File: config.mk
export PLATFORM = sky130hd
export DESIGN_NAME = balance_ledger
export DESIGN_NICKNAME = d
export VERILOG_FILES = /design/src/rtl/balance_ledger.sv
export SDC_FILE = /design/constraint.sdc
export NUM_CORES = 1
export LEC_CHECK = 0
export CORE_ASPECT_RATIO = 0.9
export CORE_MARGIN = 4
export CORE_UTILIZATION = 56
export DETAILED_ROUTE_END_ITERATION = 8
export DONT_BUFFER_PORTS = 1
export GPL_TIMING_DRIVEN = 0
export PLACE_DENSITY = 0.71
export SLEW_MARGIN = 20
export SYNTH_ARGS = -nofsm -noshare
export SYNTH_HDL_FRONTEND = slang
export SYNTH_SLANG_ARGS = --single-unit
File: constraint.sdc
create_clock -name clk -period 4.15 [get_ports clk]
set_input_delay 0.415 -clock clk [delete_from_list [all_inputs] [get_ports clk]]
set_output_delay 0.415 -clock clk [all_outputs]
set_load 0.01 [all_outputs]
File: src/rtl/balance_ledger.sv
// Account balance register: debits/credits one UNIT per request pulse,
// enforcing available funds, a daily withdrawal limit and a balance ceiling.
module balance_ledger #(
  parameter int BW       = 16,
  parameter int UNIT     = 100,
  parameter int INIT_BAL = 1000,
  parameter int MAX_BAL  = 50000,
  parameter int MAX_WD   = 5,
  parameter int CW       = 4
) (
  input  logic          clk,
  input  logic          res,
  input  logic          count_down,
  input  logic          count_up,
  input  logic          day_clr,
  output logic [BW-1:0] balance,
  output logic          done,
  output logic          denied,
  output logic [1:0]    reason,
  output logic          busy,
  output logic [CW-1:0] wd_count
);

  typedef enum logic [1:0] {
    IDLE,
    DEBIT,
    CREDIT,
    DENY
  } state_t;

  localparam logic [BW-1:0] UNIT_W   = BW'(UNIT);
  localparam logic [BW-1:0] INIT_W   = BW'(INIT_BAL);
  localparam logic [BW:0]   MAX_W    = (BW+1)'(MAX_BAL);
  localparam logic [CW-1:0] MAX_WD_W = CW'(MAX_WD);

  localparam logic [1:0] R_NONE  = 2'b00;
  localparam logic [1:0] R_FUNDS = 2'b01;
  localparam logic [1:0] R_LIMIT = 2'b10;
  localparam logic [1:0] R_CEIL  = 2'b11;

  state_t        state, state_n;
  logic [BW-1:0] bal_n;
  logic [CW-1:0] wd_n;
  logic [CW-1:0] wd_eff;
  logic [1:0]    reason_n;
  logic [BW:0]   sum;

  // A same-edge day_clr resets the counter before the limit check.
  assign wd_eff = day_clr ? '0 : wd_count;
  assign sum    = {1'b0, balance} + {1'b0, UNIT_W};

  always_comb begin
    state_n  = IDLE;
    bal_n    = balance;
    wd_n     = wd_eff;
    reason_n = reason;
    if (state == IDLE) begin
      if (count_down) begin
        if (balance < UNIT_W) begin
          state_n  = DENY;
          reason_n = R_FUNDS;
        end else if (wd_eff >= MAX_WD_W) begin
          state_n  = DENY;
          reason_n = R_LIMIT;
        end else begin
          state_n  = DEBIT;
          bal_n    = balance - UNIT_W;
          wd_n     = wd_eff + 1'b1;
          reason_n = R_NONE;
        end
      end else if (count_up) begin
        if (sum > MAX_W) begin
          state_n  = DENY;
          reason_n = R_CEIL;
        end else begin
          state_n  = CREDIT;
          bal_n    = sum[BW-1:0];
          reason_n = R_NONE;
        end
      end
    end
  end

  always_ff @(posedge clk) begin
    if (res) begin
      state    <= IDLE;
      balance  <= INIT_W;
      wd_count <= '0;
      reason   <= R_NONE;
    end else begin
      state    <= state_n;
      balance  <= bal_n;
      wd_count <= wd_n;
      reason   <= reason_n;
    end
  end

  assign done   = (state == DEBIT) || (state == CREDIT);
  assign denied = (state == DENY);
  assign busy   = (state != IDLE);

endmodule
Word-level counts from Yosys, hierarchy flattened

Index checks and enable logic that the tools add are counted.

Bits in read-only memories: 0
Bits in latches: 0
Bits in writable memories: 0
Output and inout port bits: 25
Input bits: 5
Bits in registers: 24
Memories: 0

Order comparisons: 3
Shift operators: 0
Multipliers: 0
Equality and inequality tests: 6
Divide/modulo/power cells: 0
Add/sub/neg operators: 3
Muxes and demuxes: 20
Reduce and logical (&&, ||, !) cells: 7
Bitwise gates (word level): 1

Operators with widths:

| cell                  | count |
|---|---|
| $mux 16               | 5 |
| $mux 4                | 5 |
| $mux 2                | 9 |
| $add 16x7->17 const B | 1 |
| $gt 17x16->1 const B  | 1 |
| $lt 16x7->1 const B   | 1 |
| $sub 16x7->16 const B | 1 |
| $ne 2x2->1 const B    | 3 |
| $reduce_and 5->1      | 1 |
| $add 4x1->4 const B   | 1 |
| $eq 2x2->1 const B    | 2 |
| $ge 4x3->1 const B    | 1 |
| $reduce_bool 2->1     | 2 |
| $eq 2x1->1 const B    | 1 |
| $logic_not 2->1       | 1 |
| $reduce_and 2->1      | 1 |
| $reduce_or 2->1       | 1 |
| $logic_or 1x1->1      | 1 |
| $mux 1                | 1 |
| $not 1->1             | 1 |

Logic depth before layout (Yosys ltp)

Gate-level depths: netlist (run 1).

Depth after elaboration: 6
Mapped depth: 12

Least setup slack after synthesis (run 1)

No wires, ideal clock.

Path kind: register to register
Start: register balance[2]
End: register balance[11]
Data arrival time: 2.342 ns
Setup slack: 1.685 ns
Stages on the path, launching flop included: 10
Path buffers: 0
Clock period less this slack: 2.465 ns
Path through: dfxtp_1 > ha_1 > a211o_1 > and2_1 > a311o_1 > o31ai_1 > o211ai_2 > a21oi_2 > o21ai_1 > mux2_1

Longest elaborated chain between the ends: 4

Ends and longest elaborated chain:

| element                                               | line   | RTL |
|---|---|---|
| start: declaration                                    | 16     | `output logic [BW-1:0] balance,` |
| start signal: assignment                              | 92     | `balance <= bal_n;` |
| $add 16x7->17 or $sub 16x7->16 (tied branches)        | 50, 67 |  |
| $gt 17x16->1, or another cell as far along            | 72     | `if (sum > MAX_W) begin` |
| $ne 2x2->1 (no line), or another cell as far along    | --     |  |
| $reduce_and 5->1 (no line) or $mux 16 (tied branches) | --     |  |

Several ways; a longest one is shown, not always the timed one. The select of a mux whose other input is x is not followed.
A chain may end at the register's enable or synchronous reset.

Worst setup path in the final report (run 1)

Start: register balance[2]
End: register balance[10]

Same word-level chain as after synthesis.

==> report_table.html, run 1 <==
<table>
<tr><th>Metric</th><th>Value</th></tr>
<tr><th colspan="2">Synthesis</th></tr>
<tr><td>Number of enable-type register cells in the synthesized netlist</td><td>0</td></tr>
<tr><td>Flops &amp; latches, synth</td><td>22</td></tr>
<tr><td>Cells after Synth</td><td>228</td></tr>
<tr><td>Register area share after synthesis</td><td>25.7%</td></tr>
<tr><td>Fraction of synthesized cell area taken by the top area cell type</td><td>25.7%</td></tr>
<tr><td>Distinct cell type count of the synthesized netlist</td><td>56</td></tr>
<tr><td>Async S/R FF share, synth</td><td>0%</td></tr>
<tr><td>Per-instance average area after synthesis</td><td>7.51 µm²</td></tr>
<tr><td>Area leader, netlist</td><td>dfxtp_1</td></tr>
<tr><td>Area of the mapped netlist</td><td>1710 µm²</td></tr>
<tr><td>Most common flop cell mapped by yosys</td><td>dfxtp_1</td></tr>
<tr><td>Most area-consuming cells after synthesis</td><td>dfxtp_1 26%, nor2_1 5.9%, a21oi_1 5.3%</td></tr>
<tr><td>Synth Warn #</td><td>0</td></tr>
<tr><th colspan="2">Floorplanning</th></tr>
<tr><td>Number of top-level design ports</td><td>30</td></tr>
<tr><td>Die Ht</td><td>60.5 µm</td></tr>
<tr><td>Die outline area</td><td>4010 µm²</td></tr>
<tr><td>Core area</td><td>2840 µm²</td></tr>
<tr><td>Initial Util</td><td>60.3%</td></tr>
<tr><td>Number of cell rows</td><td>18</td></tr>
<tr><td>Die extent in x</td><td>66.3 µm</td></tr>
<tr><th colspan="2">CTS</th></tr>
<tr><td>Number of buffers on the longest clock path</td><td>2</td></tr>
<tr><td># clock sinks</td><td>22</td></tr>
<tr><td>H-tree depth reported by CTS</td><td>1</td></tr>
<tr><td>Clock root buffer</td><td>clkbuf_4</td></tr>
<tr><td>Post CTS Setup Buffer Count</td><td>0</td></tr>
<tr><td>Clock transition at the registers of the reported paths</td><td>0.13 ns</td></tr>
<tr><td>Clock Latency Late Sink</td><td>0.32 ns</td></tr>
<tr><td>Cts hold-fix bufs</td><td>0</td></tr>
<tr><td>Clock tree from TritonCTS</td><td>done</td></tr>
<tr><td>Number of buffers created by CTS</td><td>3</td></tr>
<tr><td>PostCTS Resize Cnt</td><td>0</td></tr>
<tr><th colspan="2">STA</th></tr>
<tr><td>Final hold viol count</td><td>0</td></tr>
<tr><td>Final setup fails</td><td>0</td></tr>
<tr><td>Worst Tran Pin Value</td><td>0.557 ns</td></tr>
<tr><td>Worst-case clock skew</td><td>0.00976 ns</td></tr>
<tr><td>Hold Slack</td><td>0.161 ns</td></tr>
<tr><td>Unrepaired setup endpoints after global routing</td><td>false</td></tr>
<tr><td>Final period utilization</td><td>69.2%</td></tr>
<tr><td>Fmax</td><td>348 MHz</td></tr>
<tr><td>Max-slew violation count</td><td>0</td></tr>
<tr><td>Slack of the critical path</td><td>1.28 ns</td></tr>
<tr><td>Max-Slew Margin vs Limit</td><td>62.4%</td></tr>
<tr><td>Final total negative setup slack</td><td>0 ns</td></tr>
<tr><td>Final Critical Period</td><td>2.87 ns</td></tr>
<tr><th colspan="2">Setup path</th></tr>
<tr><td>Category of the most critical setup path</td><td>flip-flop to flip-flop</td></tr>
<tr><td>Peak fanout along the critical path</td><td>10</td></tr>
<tr><td>Launching element type of the critical path</td><td>flip-flop</td></tr>
<tr><td>Reg-to-reg setup timing slack</td><td>1.28 ns</td></tr>
<tr><td>CP required</td><td>4.35 ns</td></tr>
<tr><td>Data arrival time of the critical path</td><td>3.07 ns</td></tr>
<tr><td>Type of element capturing the critical path</td><td>flip-flop</td></tr>
<tr><th colspan="2">GRT</th></tr>
<tr><td>GRT Residual Overflow</td><td>0</td></tr>
<tr><td>Global-route wire length before repair</td><td>7.09 mm</td></tr>
<tr><td>Initial antenna violation count</td><td>0</td></tr>
<tr><td>GRT Util Overall</td><td>22.8%</td></tr>
<tr><td>Largest net degree at the start of global routing</td><td>12</td></tr>
<tr><td>Vias in the first global route</td><td>1569</td></tr>
<tr><th colspan="2">Final layout</th></tr>
<tr><td>Ant. Diodes</td><td>0</td></tr>
<tr><td>Combined area of the multi-input logic cells</td><td>1150 µm²</td></tr>
<tr><td>Nets@finish</td><td>246</td></tr>
<tr><td>Synth-to-Final Area Change</td><td>4.46%</td></tr>
<tr><td>Sequential cell area</td><td>440 µm²</td></tr>
<tr><td>Fraction of final layout cells sized beyond drive strength 1</td><td>9.48%</td></tr>
<tr><td>Filler cell count in the final layout</td><td>277</td></tr>
<tr><th colspan="2">Pwr</th></tr>
<tr><td>Leakage power summed over all cells</td><td>0.718 nW</td></tr>
<tr><td>Maximum ir drop on the vdd rail</td><td>0.171 mV</td></tr>
<tr><td>Power per unit of standard cell area</td><td>329 nW/µm²</td></tr>
<tr><th colspan="2">Placement</th></tr>
<tr><td>Pre-CTS setup slack</td><td>1.30 ns</td></tr>
<tr><td>Dpl hpwl</td><td>3.26 mm</td></tr>
<tr><td>Final weighted congestion in routability-driven placement</td><td>0.912</td></tr>
<tr><td>Number of buffers added on ports</td><td>0</td></tr>
<tr><th colspan="2">Routing</th></tr>
<tr><td>Final wirelength</td><td>4.29 mm</td></tr>
<tr><td>Initial DRT Pass Iterations</td><td>5</td></tr>
<tr><td>Average routed wire per standard cell</td><td>15.8 µm</td></tr>
<tr><td>Number of DRC violations after detailed-routing iteration 0</td><td>141</td></tr>
<tr><td>DRC</td><td>0</td></tr>
<tr><td>Via count normalized by instance count</td><td>6.10</td></tr>
<tr><td>Via Count</td><td>1660</td></tr>
<tr><td>Antenna viol nets, final</td><td>0</td></tr>
<tr><th colspan="2">Worst hold path</th></tr>
<tr><td>Worst hold-check path type</td><td>input port to flip-flop</td></tr>
<tr><th colspan="2">Run status</th></tr>
<tr><td>Result of the run</td><td>finished clean</td></tr>
<tr><th colspan="2">Job</th></tr>
<tr><td>Maximum Capacitance Violations</td><td>0</td></tr>
</table>
[synth_stat cells (6+ instances only)]
master	number
a21oi_1	18
and3_1	6
clkbuf_1	11
dfxtp_1	22
ha_1	7
inv_1	11
nand2_1	14
nand3_1	6
nor2_1	27
nor3_1	9
o21ai_0	8
[metrics by stage]
stage	instances	utilization, %	power [mW]	cell area (µm²)
after floorplan	229	-	0.440	1720
final	272	63.0	0.588	1790
after global routing	272	63.0	0.630	1790
after detailed placement	269	62.2	0.489	1770
after global placement	269	62.2	0.481	1770
after CTS	272	63.0	0.589	1790
[per-layer routing]
layer,vias to the layer above,routed length (µm),track usage [%]
li1,823,-,-
met1,768,1860,29.9
met2,63,2000,36.9
met3,6,376,5.93
met4,0,53,6.96
met5,-,0,0
[cells by family (layout without fill, tap and decap cells)]
kind of cell / Yosys count / count (layout) / share of synthesized area (%)
buf+inv: 27 / 30 / 7.31
fa+ha+maj: 7 / 7 / 5.12
mux: 7 / 7 / 4.24
other cells: 1 / 2 / 0.219
compound gates: 60 / 60 / 23.8
xor+xnor: 6 / 6 / 3.07
flops: 22 / 22 / 25.7
simple gates: 98 / 98 / 30.5
[sequential cells by signal, summed over array words and instances (netlist names)]
signal    flops
balance      14
reason        2
state         2
wd_count      4
[cell usage in the layout (no fill, tap or decap), types with 3 or more instances in the layout]
cell,instances
nor2_1,27
dfxtp_1,22
a21oi_1,18
nand2_1,14
inv_1,11
clkbuf_1,11
nor3_1,9
o21ai_0,8
ha_1,7
and3_1,6
nand3_1,6
nor2b_1,5
mux2i_1,5
xnor2_1,5
or3_1,5
nand2b_1,4
and2_1,4
a211oi_1,4
nor3b_1,3
nor4_1,3
nand3b_1,3
o21ai_1,3
a31oi_1,3
clkbuf_4,3
[final cells by class]
| cell class | instances | area share (%) |
|---|---|---|
| Buffer | 16 | 4.69 |
| Tap cell | 40 | 2.80 |
| Sequential cell | 22 | 24.6 |
| Clock buffer | 3 | 1.26 |
| Inverter | 11 | 2.31 |
| Multi-Input combinational cell | 180 | 64.3 |
[final timing paths]
path / start / end / depth (start not counted)
max: balance[2]$_SDFFE_PP0P_ / balance[10]$_SDFFE_PP0P_ / 10
max reg2reg: balance[2]$_SDFFE_PP0P_ / balance[10]$_SDFFE_PP0P_ / 10
min reg2reg: wd_count[3]$_SDFF_PP0_ / wd_count[3]$_SDFF_PP0_ / 1
min: day_clr / wd_count[3]$_SDFF_PP0_ / 1
[where the power goes]
part           leakage (nW)  total, mW  switching [mW]  internal, mW
Combinational         0.524      0.228           0.140        0.0875
Clock                0.0138      0.100          0.0663        0.0340
Sequential            0.180      0.260          0.0296         0.231
[critical path, stage by stage, from the launching register on]
cell	delay [ns]
dfxtp_1	0.43
clkbuf_1	0.35
nand3_1	0.23
nor4_1	0.28
o21bai_1	0.15
a211oi_1	0.29
o211ai_2	0.18
a21oi_2	0.38
buf_6	0.22
mux2i_1	0.19
nor2_1	0.05
(Power assumes the default switching activity.)
==> inputs of run 2 (changes only) <==
Clock period 4.15 ns to 2.7 ns, I/O delays scaled along.
==> run 2 against run 1 <==
  * First-iteration DRC count grew 12%
  * Sequential cell count is the same
  * Hold slack lost 0.053 ns
  * Clock skew grew 0.0051 ns
  * Sequential power grew 55%
  * Register-to-register slack lost 1.2 ns
  * Combinational power grew 68%
  * Total power grew 60%
  * Cell count grew 1.1%
  * Non-clock buffer count grew 3
  * Largest power group unchanged
==> report_table.html, run 2 (synthesis results as in run 1) <==
<table>
<tr><th>Metric</th><th>Value</th></tr>
<tr><th colspan="2">Final layout</th></tr>
<tr><td>Ant. Diodes</td><td>0 (unchanged)</td></tr>
<tr><td>Flip-flop count of the largest register after layout</td><td>14 (unchanged)</td></tr>
<tr><td>Post-layout instance count excluding filler cells</td><td>275 (+1.1%)</td></tr>
<tr><td>Nets@finish</td><td>249 (+1.2%)</td></tr>
<tr><td>Most used cells in the layout excluding fill and tap cells</td><td>27 x nor2_1, 19 x dfxtp_1, 17 x a21oi_1</td></tr>
<tr><td>Largest register by flop count</td><td>balance</td></tr>
<tr><td>Biggest regs</td><td>balance: 14 flops, wd_count: 4 flops</td></tr>
<tr><td>Most common cell after layout, fill and taps aside</td><td>nor2_1</td></tr>
<tr><td>Synth-to-Final Area Change</td><td>9.36%</td></tr>
<tr><td>Fraction of final layout cells sized beyond drive strength 1</td><td>15.7% (+6.3 points)</td></tr>
<tr><th colspan="2">STA</th></tr>
<tr><td>Max-Slew Margin vs Limit</td><td>63.9% (+1.5 points)</td></tr>
<tr><td>Final total negative setup slack</td><td>0 ns (unchanged)</td></tr>
<tr><td>Slack of the critical path</td><td>0.0692 ns (-1.21 ns)</td></tr>
<tr><td>Max-slew violation count</td><td>0 (unchanged)</td></tr>
<tr><td>Final period utilization</td><td>97.4% (+28 points)</td></tr>
<tr><td>Final hold viol count</td><td>0 (unchanged)</td></tr>
<tr><td>Worst-case clock skew</td><td>0.0148 ns (+0.00506 ns)</td></tr>
<tr><td>Worst Tran Pin Value</td><td>0.536 ns (-0.0215 ns)</td></tr>
<tr><td>Final setup fails</td><td>0 (unchanged)</td></tr>
<tr><td>Final Critical Period</td><td>2.63 ns (-0.241 ns)</td></tr>
<tr><td>Fmax</td><td>380 MHz (+9.1%)</td></tr>
<tr><th colspan="2">Routing</th></tr>
<tr><td>Antenna viol nets, final</td><td>0 (unchanged)</td></tr>
<tr><td>Initial DRT Pass Iterations</td><td>5 (unchanged)</td></tr>
<tr><td>Number of DRC violations after detailed-routing iteration 0</td><td>158 (+12%)</td></tr>
<tr><td>Via Count</td><td>1732 (+4.3%)</td></tr>
<tr><td>DRC</td><td>0 (unchanged)</td></tr>
<tr><td>Average routed wire per standard cell</td><td>16.9 µm (+7.2%)</td></tr>
<tr><td>Via count normalized by instance count</td><td>6.30 (+3.2%)</td></tr>
<tr><td>Final wirelength</td><td>4.65 mm (+8.3%)</td></tr>
<tr><th colspan="2">Setup path</th></tr>
<tr><td>Category of the most critical setup path</td><td>flip-flop to flip-flop</td></tr>
<tr><td>Launching element type of the critical path</td><td>flip-flop</td></tr>
<tr><td>Data arrival time of the critical path</td><td>2.88 ns (-0.19 ns)</td></tr>
<tr><td>CP required</td><td>2.95 ns (-1.40 ns)</td></tr>
<tr><td>Type of element capturing the critical path</td><td>flip-flop</td></tr>
<tr><td>Peak fanout along the critical path</td><td>7 (-3)</td></tr>
<tr><th colspan="2">Pwr</th></tr>
<tr><td>Maximum ir drop on the vdd rail</td><td>0.265 mV (+55%)</td></tr>
<tr><td>Leakage power summed over all cells</td><td>0.737 nW (+2.5%)</td></tr>
<tr><td>Power per unit of standard cell area</td><td>504 nW/µm² (+53%)</td></tr>
<tr><th colspan="2">CTS</th></tr>
<tr><td>Number of buffers on the longest clock path</td><td>2 (unchanged)</td></tr>
<tr><td>Clock tree from TritonCTS</td><td>done</td></tr>
<tr><td>Clock Latency Late Sink</td><td>0.32 ns (about the same)</td></tr>
<tr><td>Clock transition at the registers of the reported paths</td><td>0.13 ns (about the same)</td></tr>
<tr><td>H-tree depth reported by CTS</td><td>1 (unchanged)</td></tr>
<tr><td># clock sinks</td><td>22 (unchanged)</td></tr>
<tr><td>Number of buffers created by CTS</td><td>3 (unchanged)</td></tr>
<tr><td>Clock root buffer</td><td>clkbuf_4</td></tr>
<tr><th colspan="2">Placement</th></tr>
<tr><td>Pre-CTS setup slack</td><td>-0.145 ns (-1.45 ns)</td></tr>
<tr><td>Number of buffers added on ports</td><td>0 (unchanged)</td></tr>
<tr><td>Dpl hpwl</td><td>3.26 mm (unchanged)</td></tr>
<tr><td>Total placed cells including tap cells</td><td>269 (unchanged)</td></tr>
<tr><td>Final weighted congestion in routability-driven placement</td><td>0.912 (unchanged)</td></tr>
<tr><th colspan="2">Floorplanning</th></tr>
<tr><td>Die Ht</td><td>60.5 µm (unchanged)</td></tr>
<tr><td>Die outline area</td><td>4010 µm² (unchanged)</td></tr>
<tr><td>Die extent in x</td><td>66.3 µm (unchanged)</td></tr>
<tr><td>Initial Util</td><td>60.3% (unchanged)</td></tr>
<tr><td>Number of top-level design ports</td><td>30 (unchanged)</td></tr>
<tr><td>Number of cell rows</td><td>18 (unchanged)</td></tr>
<tr><td>Core area</td><td>2840 µm² (unchanged)</td></tr>
<tr><th colspan="2">GRT</th></tr>
<tr><td>Global-route wire length before repair</td><td>7.25 mm (+2.2%)</td></tr>
<tr><td>Initial antenna violation count</td><td>0 (unchanged)</td></tr>
<tr><td>GRT Util Overall</td><td>23.5% (+0.74 points)</td></tr>
<tr><td>Largest net degree at the start of global routing</td><td>12 (unchanged)</td></tr>
<tr><td>Vias in the first global route</td><td>1597 (+1.8%)</td></tr>
<tr><td>GRT Residual Overflow</td><td>0 (unchanged)</td></tr>
<tr><th colspan="2">Worst hold path</th></tr>
<tr><td>Worst hold-check path type</td><td>input port to flip-flop</td></tr>
<tr><th colspan="2">Job</th></tr>
<tr><td>Maximum Capacitance Violations</td><td>0 (unchanged)</td></tr>
<tr><th colspan="2">Run status</th></tr>
<tr><td>Result of the run</td><td>finished clean</td></tr>
</table>
[run 2: final cells by class]
| cell class | count | area [µm²] |
|---|---|---|
| buffer | 16 | 90.1 |
| clock buffer | 3 | 22.5 |
| fill | 265 | 966 |
| inverter | 11 | 41.3 |
| multi-input combinational | 180 | 1200 |
| sequential | 22 | 444 |
| tap | 40 | 50.0 |
| timing repair buffer | 3 | 25.0 |
[run 2: per-stage QoR]
| step | total power, mW | area [µm²] | utilization, % | hold WS, ns |
|---|---|---|---|---|
| detailed placement | 0.752 | 1770 | 62.2 | 0.349 |
| finish | 0.943 | 1870 | 66.0 | 0.108 |
| global route | 1.01 | 1870 | 66.0 | 0.111 |
| global placement | 0.740 | 1770 | 62.2 | 0.348 |
| CTS | 0.920 | 1810 | 63.8 | 0.00500 |
| floorplan | 0.677 | 1720 | - | 0.346 |
[run 2: timing repair]
| item | CTS | global route |
|---|---|---|
| endpoints found under the setup margin | 11 | 14 |
| gates resized for setup | 2 | 16 |
| cloned | 0 | 0 |
| pin swaps | 3 | 2 |
| hold buffers | 0 | 1 |
| setup buffers | 2 | 0 |
| endpoints found under the hold margin | 0 | 1 |
[run 2: power breakdown]
group,internal [mW],switching [mW],total (mW)
sequential,0.356,0.0479,0.404
clock,0.0523,0.104,0.156
combinational,0.152,0.231,0.383
total,0.561,0.383,0.943
[run 2: final timing paths]
check                          startpoint                        to  slack, ns  depth (start not counted)
setup / recovery  balance[2]$_SDFFE_PP0P_  balance[12]$_SDFFE_PP0P_       0.07                          9
hold / removal                        res   balance[6]$_SDFFE_PP1P_       0.11                          2
setup reg to reg  balance[2]$_SDFFE_PP0P_  balance[12]$_SDFFE_PP0P_       0.07                          9
hold reg to reg    wd_count[3]$_SDFF_PP0_    wd_count[3]$_SDFF_PP0_       0.55                          1
[run 2: critical path: stages, from the launching register on]
cell and delay (ns):
dfxtp_2 0.37, ha_2 0.23, a211o_4 0.37, and2_1 0.19, a311o_1 0.36, o31ai_2 0.07, o211ai_2 0.19, a21o_1 0.27
or3_1 0.36, a21oi_1 0.13
[run 2: metal layers]
| metal | vias up | wire, µm | global-route usage, % |
|---|---|---|---|
| li1 | 830 | - | - |
| met1 | 812 | 1930 | 30.1 |
| met2 | 78 | 2200 | 38.5 |
| met3 | 12 | 413 | 5.93 |
| met4 | 0 | 104 | 8.70 |
| met5 | - | 0 | 0 |
==> inputs of run 3 (changes only) <==
Settings changed: GPL_TIMING_DRIVEN 0 to unset.
==> run 3 against run 2 <==
  * Clock power about the same
  * Critical path type unchanged
  * Utilization increased by 0.62 points
  * Largest cell class unchanged
  * Critical path depth increased by 1
  * Sequential share of layout area decreased by 0.29 points
  * Sequential cell count unchanged
  * Hold slack got worse by 0.098 ns
  * Total power increased by 1.1%
  * Critical endpoint unchanged
==> report_table.html, run 3 (synthesis results as in run 1) <==
<table>
<tr><th>Metric</th><th>Value</th></tr>
<tr><th colspan="2">Worst hold path</th></tr>
<tr><td>Capture endpoint of the worst hold path</td><td>balance[4]$_SDFFE_PP0P_</td></tr>
<tr><td>Startpoint of the lowest-slack hold path</td><td>res</td></tr>
<tr><td>Hold path cells</td><td>1 (-1)</td></tr>
<tr><td>Worst hold-check path type</td><td>input port to flip-flop</td></tr>
<tr><th colspan="2">STA</th></tr>
<tr><td>Fmax</td><td>383 MHz (+0.77%)</td></tr>
<tr><td>Final hold viol count</td><td>0 (unchanged)</td></tr>
<tr><td>Final Critical Period</td><td>2.61 ns (-0.0201 ns)</td></tr>
<tr><td>Max-slew violation count</td><td>0 (unchanged)</td></tr>
<tr><td>Max-Slew Margin vs Limit</td><td>58.0% (-5.9 points)</td></tr>
<tr><td>Final setup fails</td><td>0 (unchanged)</td></tr>
<tr><td>Final period utilization</td><td>96.7% (-0.75 points)</td></tr>
<tr><td>Worst Tran Pin Value</td><td>0.624 ns (+0.0881 ns)</td></tr>
<tr><td>Slack of the critical path</td><td>0.0893 ns (+0.0201 ns)</td></tr>
<tr><td>Worst-case clock skew</td><td>0.0102 ns (-0.00461 ns)</td></tr>
<tr><th colspan="2">Routing</th></tr>
<tr><td>Via Count</td><td>1713 (-1.1%)</td></tr>
<tr><td>Final wirelength</td><td>4.53 mm (-2.5%)</td></tr>
<tr><td>Number of DRC violations after detailed-routing iteration 0</td><td>159 (+0.63%)</td></tr>
<tr><td>Antenna viol nets, final</td><td>0 (unchanged)</td></tr>
<tr><td>Initial DRT Pass Iterations</td><td>5 (unchanged)</td></tr>
<tr><td>Average routed wire per standard cell</td><td>16.4 µm (-2.9%)</td></tr>
<tr><td>Via count normalized by instance count</td><td>6.21 (-1.5%)</td></tr>
<tr><td>DRC</td><td>0 (unchanged)</td></tr>
<tr><th colspan="2">Floorplanning</th></tr>
<tr><td>Die extent in x</td><td>66.3 µm (unchanged)</td></tr>
<tr><td>Number of top-level design ports</td><td>30 (unchanged)</td></tr>
<tr><td>Die outline area</td><td>4010 µm² (unchanged)</td></tr>
<tr><td>Initial Util</td><td>60.3% (unchanged)</td></tr>
<tr><td>Number of cell rows</td><td>18 (unchanged)</td></tr>
<tr><td>Die Ht</td><td>60.5 µm (unchanged)</td></tr>
<tr><td>Core area</td><td>2840 µm² (unchanged)</td></tr>
<tr><th colspan="2">CTS</th></tr>
<tr><td>Number of buffers created by CTS</td><td>3 (unchanged)</td></tr>
<tr><td>Clock Latency Late Sink</td><td>0.32 ns (about the same)</td></tr>
<tr><td>H-tree depth reported by CTS</td><td>1 (unchanged)</td></tr>
<tr><td># clock sinks</td><td>22 (unchanged)</td></tr>
<tr><td>Clock root buffer</td><td>clkbuf_4</td></tr>
<tr><td>Number of buffers on the longest clock path</td><td>2 (unchanged)</td></tr>
<tr><td>Clock transition at the registers of the reported paths</td><td>0.13 ns (about the same)</td></tr>
<tr><td>Clock tree from TritonCTS</td><td>done</td></tr>
<tr><th colspan="2">Final layout</th></tr>
<tr><td>Biggest regs</td><td>balance: 14 flops, wd_count: 4 flops</td></tr>
<tr><td>Synth-to-Final Area Change</td><td>10.4%</td></tr>
<tr><td>Flip-flop count of the largest register after layout</td><td>14 (unchanged)</td></tr>
<tr><td>Fraction of final layout cells sized beyond drive strength 1</td><td>17.8% (+2.1 points)</td></tr>
<tr><td>Most common cell after layout, fill and taps aside</td><td>nor2_1</td></tr>
<tr><td>Nets@finish</td><td>250 (+0.40%)</td></tr>
<tr><td>Ant. Diodes</td><td>0 (unchanged)</td></tr>
<tr><td>Post-layout instance count excluding filler cells</td><td>276 (+0.36%)</td></tr>
<tr><td>Most used cells in the layout excluding fill and tap cells</td><td>27 x nor2_1, 20 x dfxtp_1, 19 x buf_4</td></tr>
<tr><td>Largest register by flop count</td><td>balance</td></tr>
<tr><th colspan="2">Setup path</th></tr>
<tr><td>Category of the most critical setup path</td><td>flip-flop to flip-flop</td></tr>
<tr><td>Startpoint of the worst register-to-register path</td><td>balance[3]$_SDFFE_PP1P_</td></tr>
<tr><td>Launching element type of the critical path</td><td>flip-flop</td></tr>
<tr><td>CP required</td><td>2.95 ns (about the same)</td></tr>
<tr><td>Data arrival time of the critical path</td><td>2.86 ns (-0.02 ns)</td></tr>
<tr><td>Type of element capturing the critical path</td><td>flip-flop</td></tr>
<tr><td>Length in cells of the worst reg-to-reg path</td><td>10 (+1)</td></tr>
<tr><td>Capture point of the worst reg-to-reg path</td><td>balance[12]$_SDFFE_PP0P_</td></tr>
<tr><td>Peak fanout along the critical path</td><td>7 (unchanged)</td></tr>
<tr><td>Reg-to-reg setup timing slack</td><td>0.09 ns (+0.02 ns)</td></tr>
<tr><th colspan="2">GRT</th></tr>
<tr><td>GRT Residual Overflow</td><td>0 (unchanged)</td></tr>
<tr><td>Vias in the first global route</td><td>1562 (-2.2%)</td></tr>
<tr><td>GRT Util Overall</td><td>23.1% (-0.39 points)</td></tr>
<tr><td>Largest net degree at the start of global routing</td><td>27 (+15)</td></tr>
<tr><td>Global-route wire length before repair</td><td>7.22 mm (-0.37%)</td></tr>
<tr><td>Initial antenna violation count</td><td>0 (unchanged)</td></tr>
<tr><th colspan="2">Placement</th></tr>
<tr><td>Dpl hpwl</td><td>3.40 mm (+4.4%)</td></tr>
<tr><td>Final weighted congestion in routability-driven placement</td><td>0.885 (-3.0%)</td></tr>
<tr><td>Total placed cells including tap cells</td><td>272 (+1.1%)</td></tr>
<tr><td>Number of buffers added on ports</td><td>0 (unchanged)</td></tr>
<tr><td>Pre-CTS setup slack</td><td>0.107 ns (+0.252 ns)</td></tr>
<tr><th colspan="2">Pwr</th></tr>
<tr><td>Internal Dissipation</td><td>579 µW (+3.4%)</td></tr>
<tr><td>Share of power burned in combinational logic</td><td>41.9% (+1.3 points)</td></tr>
<tr><td>Maximum ir drop on the vdd rail</td><td>0.338 mV (+28%)</td></tr>
<tr><td>Leakage power summed over all cells</td><td>0.778 nW (+5.6%)</td></tr>
<tr><td>Power per unit of standard cell area</td><td>505 nW/µm² (+0.18%)</td></tr>
<tr><td>Portion of total power attributed to sequential cells</td><td>41.7% (-1.2 points)</td></tr>
<tr><td>Clock share of power</td><td>16.4% (about the same)</td></tr>
<tr><td>Sw Share</td><td>39.2% (-1.3 points)</td></tr>
<tr><td>Power dissipated by switching net loads</td><td>374 µW (-2.2%)</td></tr>
<tr><th colspan="2">Job</th></tr>
<tr><td>Maximum Capacitance Violations</td><td>0 (unchanged)</td></tr>
<tr><th colspan="2">Run status</th></tr>
<tr><td>Result of the run</td><td>finished clean</td></tr>
</table>
run 3: changes by cell type in the layout (fill, tap and decap cells not counted), moves of 2 or more:
cell	before	now
buf_4	4	19
clkbuf_1	8	0
clkbuf_2	3	0
buf_6	2	0
run 3: critical path: stages (launching register included):
cell      delay (ns)
dfxtp_2         0.36
ha_1            0.20
a211o_4         0.36
and2_1          0.18
a311o_1         0.36
o31ai_2         0.07
o211ai_2        0.15
buf_4           0.18
a21o_1          0.18
or3_1           0.37
a21oi_2         0.13
run 3: metal layers:
layer / vias up / share of wire, % / GRT usage (%)
met5: - / 0 / 0
met4: 0 / 1.2 / 5.80
met3: 8 / 7.4 / 5.00
met2: 70 / 49 / 41.2
met1: 804 / 42 / 28.6
li1: 831 / - / -
run 3: per-stage QoR:
step	utilization (%)	setup TNS [ns]	hold slack [ns]	area (µm²)	total power, mW
2_1_floorplan	-	0	0.346	1720	0.677
3_3_place_gp	64.3	0	0.344	1820	0.765
3_5_place_dp	64.3	0	0.346	1820	0.783
4_1_cts	65.1	0	0.00615	1850	0.933
5_1_grt	66.6	-0.0167	0.00332	1890	1.01
6_report	66.6	0	0.0101	1890	0.954
run 3: worst max path at each step:
| stage | endpoint | start | slack (ns) |
|---|---|---|---|
| global placement | balance[13]$_SDFFE_PP0P_ | balance[8]$_SDFFE_PP1P_ | 0.16 |
| detailed placement | balance[5]$_SDFFE_PP1P_ | balance[3]$_SDFFE_PP1P_ | 0.11 |
| floorplan | balance[11]$_SDFFE_PP0P_ | balance[2]$_SDFFE_PP0P_ | 0.24 |
| finish | balance[12]$_SDFFE_PP0P_ | balance[3]$_SDFFE_PP1P_ | 0.09 |
| global route | balance[12]$_SDFFE_PP0P_ | balance[2]$_SDFFE_PP0P_ | -0.01 |
| CTS | balance[13]$_SDFFE_PP0P_ | balance[3]$_SDFFE_PP1P_ | 0.07 |
run 3: repair_timing:
item	in CTS	in global routing
gates resized for setup	0	7
setup buffers	0	0
endpoints found under the hold margin	0	5
hold buffers	0	1
setup endpoints to repair	0	11
run 3: power by group through the flow:
stage	Sequential [mW]	Combinational (mW)	Clock, mW
2_1_floorplan	0.398	0.279	0
3_3_place_gp	0.400	0.365	0
3_5_place_dp	0.402	0.380	0
4_1_cts	0.395	0.383	0.156
5_1_grt	0.404	0.438	0.167
6_report	0.398	0.400	0.156
run 3: final cells by class:
cell class              count  area [µm²]
flip-flops and latches     22         443
fillers                   269         948
well taps                  40        50.0
repair buffers             20         153
multi-input cells         180        1180
clock buffers               3        22.5
inverters                  11        41.3
